==> config.mk <==
export PLATFORM = sky130hd
export DESIGN_NAME = coeff_loader_flat
export DESIGN_NICKNAME = d
export VERILOG_FILES = /design/src/rtl/fir_pkg.sv /design/src/rtl/coeff_loader_if.sv /design/src/rtl/coeff_ram.sv /design/src/rtl/coeff_loader.sv /design/src/flat_wrapper.sv
export SDC_FILE = /design/constraint.sdc
export NUM_CORES = 1
export LEC_CHECK = 0
export CORE_MARGIN = 3
export CORE_UTILIZATION = 65
export CTS_BUF_LIST = sky130_fd_sc_hd__clkbuf_8
export DETAILED_ROUTE_END_ITERATION = 7
export DONT_BUFFER_PORTS = 1
export PLACE_DENSITY = 0.86
export SLEW_MARGIN = 5
export SYNTH_ARGS = -nofsm -noshare
export SYNTH_HDL_FRONTEND = slang
export SYNTH_SLANG_ARGS = --single-unit
==> constraint.sdc <==
create_clock -name clock -period 2.85 [get_ports clock]
set_clock_uncertainty 0.1 [all_clocks]
set_input_delay 0.57 -clock clock [delete_from_list [all_inputs] [get_ports clock]]
set_output_delay 0.57 -clock clock [all_outputs]
set_load 0.1 [all_outputs]
==> src/rtl/fir_pkg.sv <==
// Shared FIR defaults and coefficient-loader state encoding.
// Pure declarations; no timing or flow-control behaviour of its own.
package fir_pkg;

    localparam int COEFF_SIZE_DEF  = 64;
    localparam int INPUT_WIDTH_DEF = 16;

    typedef enum logic [2:0] {
        ST_IDLE    = 3'd0,
        ST_LOAD_HI = 3'd1,
        ST_LOAD_LO = 3'd2,
        ST_WRITE   = 3'd3,
        ST_DONE    = 3'd4
    } loader_state_t;

    function automatic logic state_busy(loader_state_t s);
        return (s == ST_LOAD_HI) || (s == ST_LOAD_LO) || (s == ST_WRITE);
    endfunction

    // DONE keeps accepting so late bytes are drained and flagged, not stalled.
    function automatic logic state_byte_ready(loader_state_t s);
        return (s == ST_LOAD_HI) || (s == ST_LOAD_LO) || (s == ST_DONE);
    endfunction

endpackage

==> src/rtl/coeff_loader_if.sv <==
// Byte stream from the UART receive side into the coefficient loader.
// Transfer happens on byte_valid && byte_ready; the loader stalls the source by dropping byte_ready.
interface coeff_loader_if;

    logic       byte_valid;
    logic [7:0] byte_data;
    logic       byte_ready;

    modport master (output byte_valid, output byte_data, input  byte_ready);
    modport slave  (input  byte_valid, input  byte_data, output byte_ready);

endinterface

==> src/rtl/coeff_ram.sv <==
// Simple dual-port coefficient store: one synchronous write port, one synchronous read port.
// Read latency 1 cycle, read-first on address collision; no backpressure, always ready.
module coeff_ram #(
    parameter  int DEPTH = 64,
    parameter  int WIDTH = 16,
    localparam int AW    = $clog2(DEPTH)
) (
    input  logic                    clock,
    input  logic                    reset_n,
    input  logic                    wr_en,
    input  logic [AW-1:0]           wr_addr,
    input  logic [WIDTH-1:0]        wr_data,
    input  logic [AW-1:0]           rd_addr,
    output logic signed [WIDTH-1:0] rd_data
);

    logic [WIDTH-1:0] mem [DEPTH];
    logic [WIDTH-1:0] rd_data_d;
    logic [WIDTH-1:0] rd_data_q;

    // Contents survive reset; only the output register is cleared.
    always_ff @(posedge clock) begin
        if (wr_en) begin
            mem[wr_addr] <= wr_data;
        end
    end

    always_comb begin
        rd_data_d = mem[rd_addr];
    end

    always_ff @(posedge clock or negedge reset_n) begin
        if (!reset_n) begin
            rd_data_q <= '0;
        end else begin
            rd_data_q <= rd_data_d;
        end
    end

    assign rd_data = $signed(rd_data_q);

endmodule

==> src/rtl/coeff_loader.sv <==
// Assembles big-endian byte pairs into coefficient words and writes them to coeff_ram.
// 3 cycles minimum per word (hi, lo, write); read port has 1-cycle latency.
// byte_ready drops in IDLE and during the write cycle; input stalls hold the load states.
module coeff_loader
    import fir_pkg::*;
#(
    parameter  int COEFF_SIZE  = COEFF_SIZE_DEF,
    parameter  int INPUT_WIDTH = INPUT_WIDTH_DEF,
    localparam int ADDR_W      = $clog2(COEFF_SIZE)
) (
    input  logic                          clock,
    input  logic                          reset_n,
    input  logic                          start,
    coeff_loader_if.slave                 byte_if,
    input  logic [ADDR_W-1:0]             rd_address,
    output logic signed [INPUT_WIDTH-1:0] rd_data,
    output logic                          busy,
    output logic                          done,
    output logic [ADDR_W:0]               coeff_count,
    output logic                          overflow_err
);

    localparam logic [ADDR_W:0] LAST_ADDR = (ADDR_W+1)'(COEFF_SIZE - 1);

    loader_state_t   state_d, state_q;
    logic [ADDR_W:0] waddr_d, waddr_q;
    logic [ADDR_W:0] coeff_count_d, coeff_count_q;
    logic [7:0]      hi_d, hi_q;
    logic [7:0]      lo_d, lo_q;
    logic            overflow_err_d, overflow_err_q;
    logic            wr_en;
    logic            accept;

    assign byte_if.byte_ready = state_byte_ready(state_q);
    assign accept             = byte_if.byte_valid && byte_if.byte_ready;

    always_comb begin
        state_d        = state_q;
        waddr_d        = waddr_q;
        coeff_count_d  = coeff_count_q;
        hi_d           = hi_q;
        lo_d           = lo_q;
        overflow_err_d = overflow_err_q;
        wr_en          = 1'b0;

        // start outranks everything, including a pending write or a byte in flight.
        if (start) begin
            state_d        = ST_LOAD_HI;
            waddr_d        = '0;
            coeff_count_d  = '0;
            hi_d           = '0;
            lo_d           = '0;
            overflow_err_d = 1'b0;
        end else begin
            case (state_q)
                ST_IDLE: begin
                end
                ST_LOAD_HI: begin
                    if (accept) begin
                        hi_d    = byte_if.byte_data;
                        state_d = ST_LOAD_LO;
                    end
                end
                ST_LOAD_LO: begin
                    if (accept) begin
                        lo_d    = byte_if.byte_data;
                        state_d = ST_WRITE;
                    end
                end
                ST_WRITE: begin
                    wr_en         = 1'b1;
                    waddr_d       = waddr_q + 1'b1;
                    coeff_count_d = coeff_count_q + 1'b1;
                    state_d       = (waddr_q == LAST_ADDR) ? ST_DONE : ST_LOAD_HI;
                end
                ST_DONE: begin
                    if (accept) begin
                        overflow_err_d = 1'b1;
                    end
                end
                default: begin
                    state_d = ST_IDLE;
                end
            endcase
        end
    end

    always_ff @(posedge clock or negedge reset_n) begin
        if (!reset_n) begin
            state_q        <= ST_IDLE;
            waddr_q        <= '0;
            coeff_count_q  <= '0;
            hi_q           <= '0;
            lo_q           <= '0;
            overflow_err_q <= 1'b0;
        end else begin
            state_q        <= state_d;
            waddr_q        <= waddr_d;
            coeff_count_q  <= coeff_count_d;
            hi_q           <= hi_d;
            lo_q           <= lo_d;
            overflow_err_q <= overflow_err_d;
        end
    end

    assign busy         = state_busy(state_q);
    assign done         = (state_q == ST_DONE);
    assign coeff_count  = coeff_count_q;
    assign overflow_err = overflow_err_q;

    coeff_ram #(
        .DEPTH (COEFF_SIZE),
        .WIDTH (INPUT_WIDTH)
    ) u_ram (
        .clock   (clock),
        .reset_n (reset_n),
        .wr_en   (wr_en),
        .wr_addr (waddr_q[ADDR_W-1:0]),
        .wr_data (INPUT_WIDTH'({hi_q, lo_q})),
        .rd_addr (rd_address),
        .rd_data (rd_data)
    );

endmodule

==> src/flat_wrapper.sv <==
// flat-port wrapper written by rule: the top's interface ports become plain ports
module coeff_loader_flat import fir_pkg::*;
#(
    parameter  int COEFF_SIZE  = COEFF_SIZE_DEF,
    parameter  int INPUT_WIDTH = INPUT_WIDTH_DEF,
    localparam int ADDR_W      = $clog2(COEFF_SIZE)
)
  (clock, reset_n, start, rd_address, rd_data, busy, done, coeff_count, overflow_err, byte_if_byte_valid, byte_if_byte_data, byte_if_byte_ready);
  coeff_loader_if byte_if_i ();
  input  logic clock;
  input  logic reset_n;
  input  logic start;
  input  logic [ADDR_W-1:0] rd_address;
  output logic signed [INPUT_WIDTH-1:0] rd_data;
  output logic busy;
  output logic done;
  output logic [ADDR_W:0] coeff_count;
  output logic overflow_err;
  input wire logic [$bits(byte_if_i.byte_valid)-1:0] byte_if_byte_valid;
  input wire logic [$bits(byte_if_i.byte_data)-1:0] byte_if_byte_data;
  output wire logic [$bits(byte_if_i.byte_ready)-1:0] byte_if_byte_ready;
  assign byte_if_i.byte_valid = byte_if_byte_valid;
  assign byte_if_i.byte_data = byte_if_byte_data;
  assign byte_if_byte_ready = byte_if_i.byte_ready;
  coeff_loader #(.COEFF_SIZE(COEFF_SIZE), .INPUT_WIDTH(INPUT_WIDTH)) u_core (.clock(clock), .reset_n(reset_n), .start(start), .byte_if(byte_if_i), .rd_address(rd_address), .rd_data(rd_data), .busy(busy), .done(done), .coeff_count(coeff_count), .overflow_err(overflow_err));
endmodule
==> results.json <==
{
  "clk_latency_ns": 0.84,
  "worstHoldPathCells": 2,
  "worstSetupStartpointType": "flip-flop",
  "drt-met1-wl_um": 34000,
  "hp-start": "rd_address[2]",
  "drt_iter0_drc": 3731,
  "cts_setup_buffers": 0,
  "layout_common_cells": "1,024 x edfxtp_1, 274 x mux4_2, 175 x clkbuf_8, 115 x buf_4, 114 x nor2_1",
  "finalHoldViolCount": 0,
  "drc": 0,
  "cts_made_buffers": 159,
  "drv_slew": 0,
  "grt_pass1_wl_um": 161000,
  "via_count": 22400,
  "routed_wirelength_um": 111000,
  "cts_buffer_depth": 3,
  "drt_first_pass_iters": 8,
  "cts_htree_levels": 4,
  "timing.rr.end": "u_core.u_ram.rd_data[13]",
  "dp_hpwl_um": 59500,
  "final_net_count": 2109,
  "rows": 91,
  "routedWlPerCell_um": 36.4,
  "viasPerCell": 7.31,
  "status": "finished, final reports clean",
  "whs_endpoint": "u_core.u_ram.rd_data[11]",
  "synth_area_leader_cell": "edfxtp_1",
  "fmax_mhz": 353,
  "wl_met2_um": 54200,
  "tightest_slew_ns": 1.31,
  "drv_cap": 0,
  "r2r-start": "u_core.u_ram.mem[62][13]",
  "grt_pass1_vias": 22400,
  "crit_required_ns": 3.46,
  "finalSetupTns_ns": 0,
  "slew_headroom_pct": 12.1,
  "period_minus_slack_ns": 2.83,
  "numPortBuffers": 0,
  "rsz0062_at_grt": "no",
  "clk_pin_slew_worst_paths_ns": 0.07,
  "grt_max_degree": 257,
  "setup_viol": 0,
  "detail-route-antenna-nets": 0,
  "drive_gt1_share_pct": 28.6,
  "die_y_um": 258,
  "coreArea_mm2": 0.0623,
  "avgSynthCellArea_um2": 21.8,
  "yosysUniqueCellTypes": 39,
  "synth_area_leaders": "edfxtp_1 75%, mux4_2 15%, dfrtp_1 3.0%, mux2i_1 1.2%, nor2_1 1.1%",
  "ios": 45,
  "synthesis.area_mm2": 0.0413,
  "highest_layer": "met5",
  "p_per_area_mw_per_mm2": 668,
  "reg2reg_depth": 6,
  "cts.sinks": 1074,
  "dieArea_mm2": 0.0665,
  "cp_data_arrival_time_ns": 3.44,
  "ys_warn_count": 0,
  "synth_top_area_share_pct": 74.5,
  "startpoint": "u_core.u_ram.mem[62][13]",
  "synth_nets": 1908,
  "fin_crit_sh_pct": 99.4,
  "ys_ff_latch": 1074,
  "start_util_pct": 66.2,
  "ir_drop_mv": 0.568,
  "cts_root_buf": "clkbuf_8",
  "area_growth_pct": 11.7,
  "die_x_um": 258,
  "mostFrequentLayoutCell": "edfxtp_1",
  "wl_met3_um": 14700,
  "ys_seq_area_share_pct": 77.6,
  "cts_tree": "yes",
  "hp-class": "in -> reg",
  "grt.total_usage_pct": 34.6,
  "endpoint_kind": "flip-flop",
  "p_leak_uw": 0.0155,
  "antenna_found_initial": 7,
  "globalRouteOverflowTotal": 0,
  "crit_type": "reg -> reg",
  "worstPathMaxFanout": 1,
  "holdWs_ns": 0.0155,
  "gp_congestion": 0.901,
  "postSynthCellCount": 1888,
  "reg2reg_slack_ns": 0.02
}
per-stage QoR:
stage               total power, µW  utilization [%]  instance area (µm²)  worst slack, ns  std cells
finish                        30800             74.0                46100           0.0169       3057
floorplan                     18700                -                41300            0.170       1888
global route                  31500             74.0                46100          0.00575       3053
CTS                           30600             73.9                46100           0.0735       3051
global placement              18800             68.8                42800            0.298       2748
detailed placement            18900             68.8                42800            0.256       2748
registers in the layout (all words and copies together), names as in the netlist:
register	cells
u_core.hi_q	8
u_core.state_q	3
u_core.u_ram.rd_data	16
u_core.lo_q	8
u_core.coeff_count	7
u_core.u_ram.mem	1024
u_core.overflow_err	1
u_core.waddr_q	7
how the worst max path moves through the flow:
| stage | to | slack (ns) | depth (start not counted) |
|---|---|---|---|
| 2_1_floorplan | byte_if_byte_ready | 0.17 | 3 |
| 3_5_place_dp | u_core.u_ram.rd_data[8] | 0.26 | 5 |
| 3_3_place_gp | u_core.u_ram.rd_data[8] | 0.30 | 5 |
| 6_report | u_core.u_ram.rd_data[13] | 0.02 | 6 |
| 4_1_cts | u_core.u_ram.rd_data[13] | 0.07 | 6 |
| 5_1_grt | u_core.u_ram.mem[43][5] | 0.006 | 6 |
critical path: stages (launching register included):
cell           delay, ns
edfxtp_1            0.40
mux4_2              0.52
mux4_2              0.51
nand2b_1            0.20
o211ai_1            0.19
o31ai_1             0.15
dlygate4sd3_1       0.64
cell type report:
type,instances,area (µm²)
antenna,6,15.0
fill,2999,16200
multi-input combinational,708,8630
clock inverter,111,628
tap,837,1050
timing repair buffer,146,1330
sequential,1074,32000
clock buffer,175,2410
logic make-up (layout without fill, tap and decap cells):
kind of cell | Yosys count | count (layout) | share of synthesized area [%]
and+or+nand+nor | 231 | 231 | 2.43
buffers and inverters | 106 | 432 | 1.55
AOI/OAI and AO/OA | 141 | 141 | 2.01
other | 0 | 6 | 0
muxes | 323 | 323 | 16.1
xor gates and xnor gates | 11 | 11 | 0.234
DFF | 1074 | 1074 | 77.6
adders and majority gates | 2 | 2 | 0.0607
cell usage after synthesis, drive strengths merged:
cell	instances
nand3b	5
a31o	1
clkbuf	40
o21ai	42
o22ai	17
a21o	1
xnor2	5
a211oi	15
o31ai	1
nor2	116
edfxtp	1024
dfrtp	50
ha	2
and3	1
nand2	57
o211ai	1
mux4	274
nor3	17
nand2b	5
mux2i	49
or3b	1
o41ai	14
xor2	6
or2	3
and3b	1
nand3	11
a21oi	49
buf	66
or3	3
nor2b	5
nor4	1
nand4	4
and2	1
report_power, final:
part	switching [µW]	internal [µW]	total, µW
sequential	277	17200	17500
clock	6010	6050	12100
combinational	668	515	1180
total	6950	23800	30800
timing repair:
action	CTS	global route
endpoints found under the setup margin	0	60
hold buffers	17	0
hold endpoints to repair	100	0
resized for setup	0	3
metal layers:
metal | up-vias | global-route usage (%)
met2 | 2366 | 54.8
met4 | 4 | 20.9
met1 | 11200 | 43.2
li1 | 8273 | -
met3 | 506 | 9.95
met5 | - | 0
No activity file was read; power rests on OpenSTA's default activity.
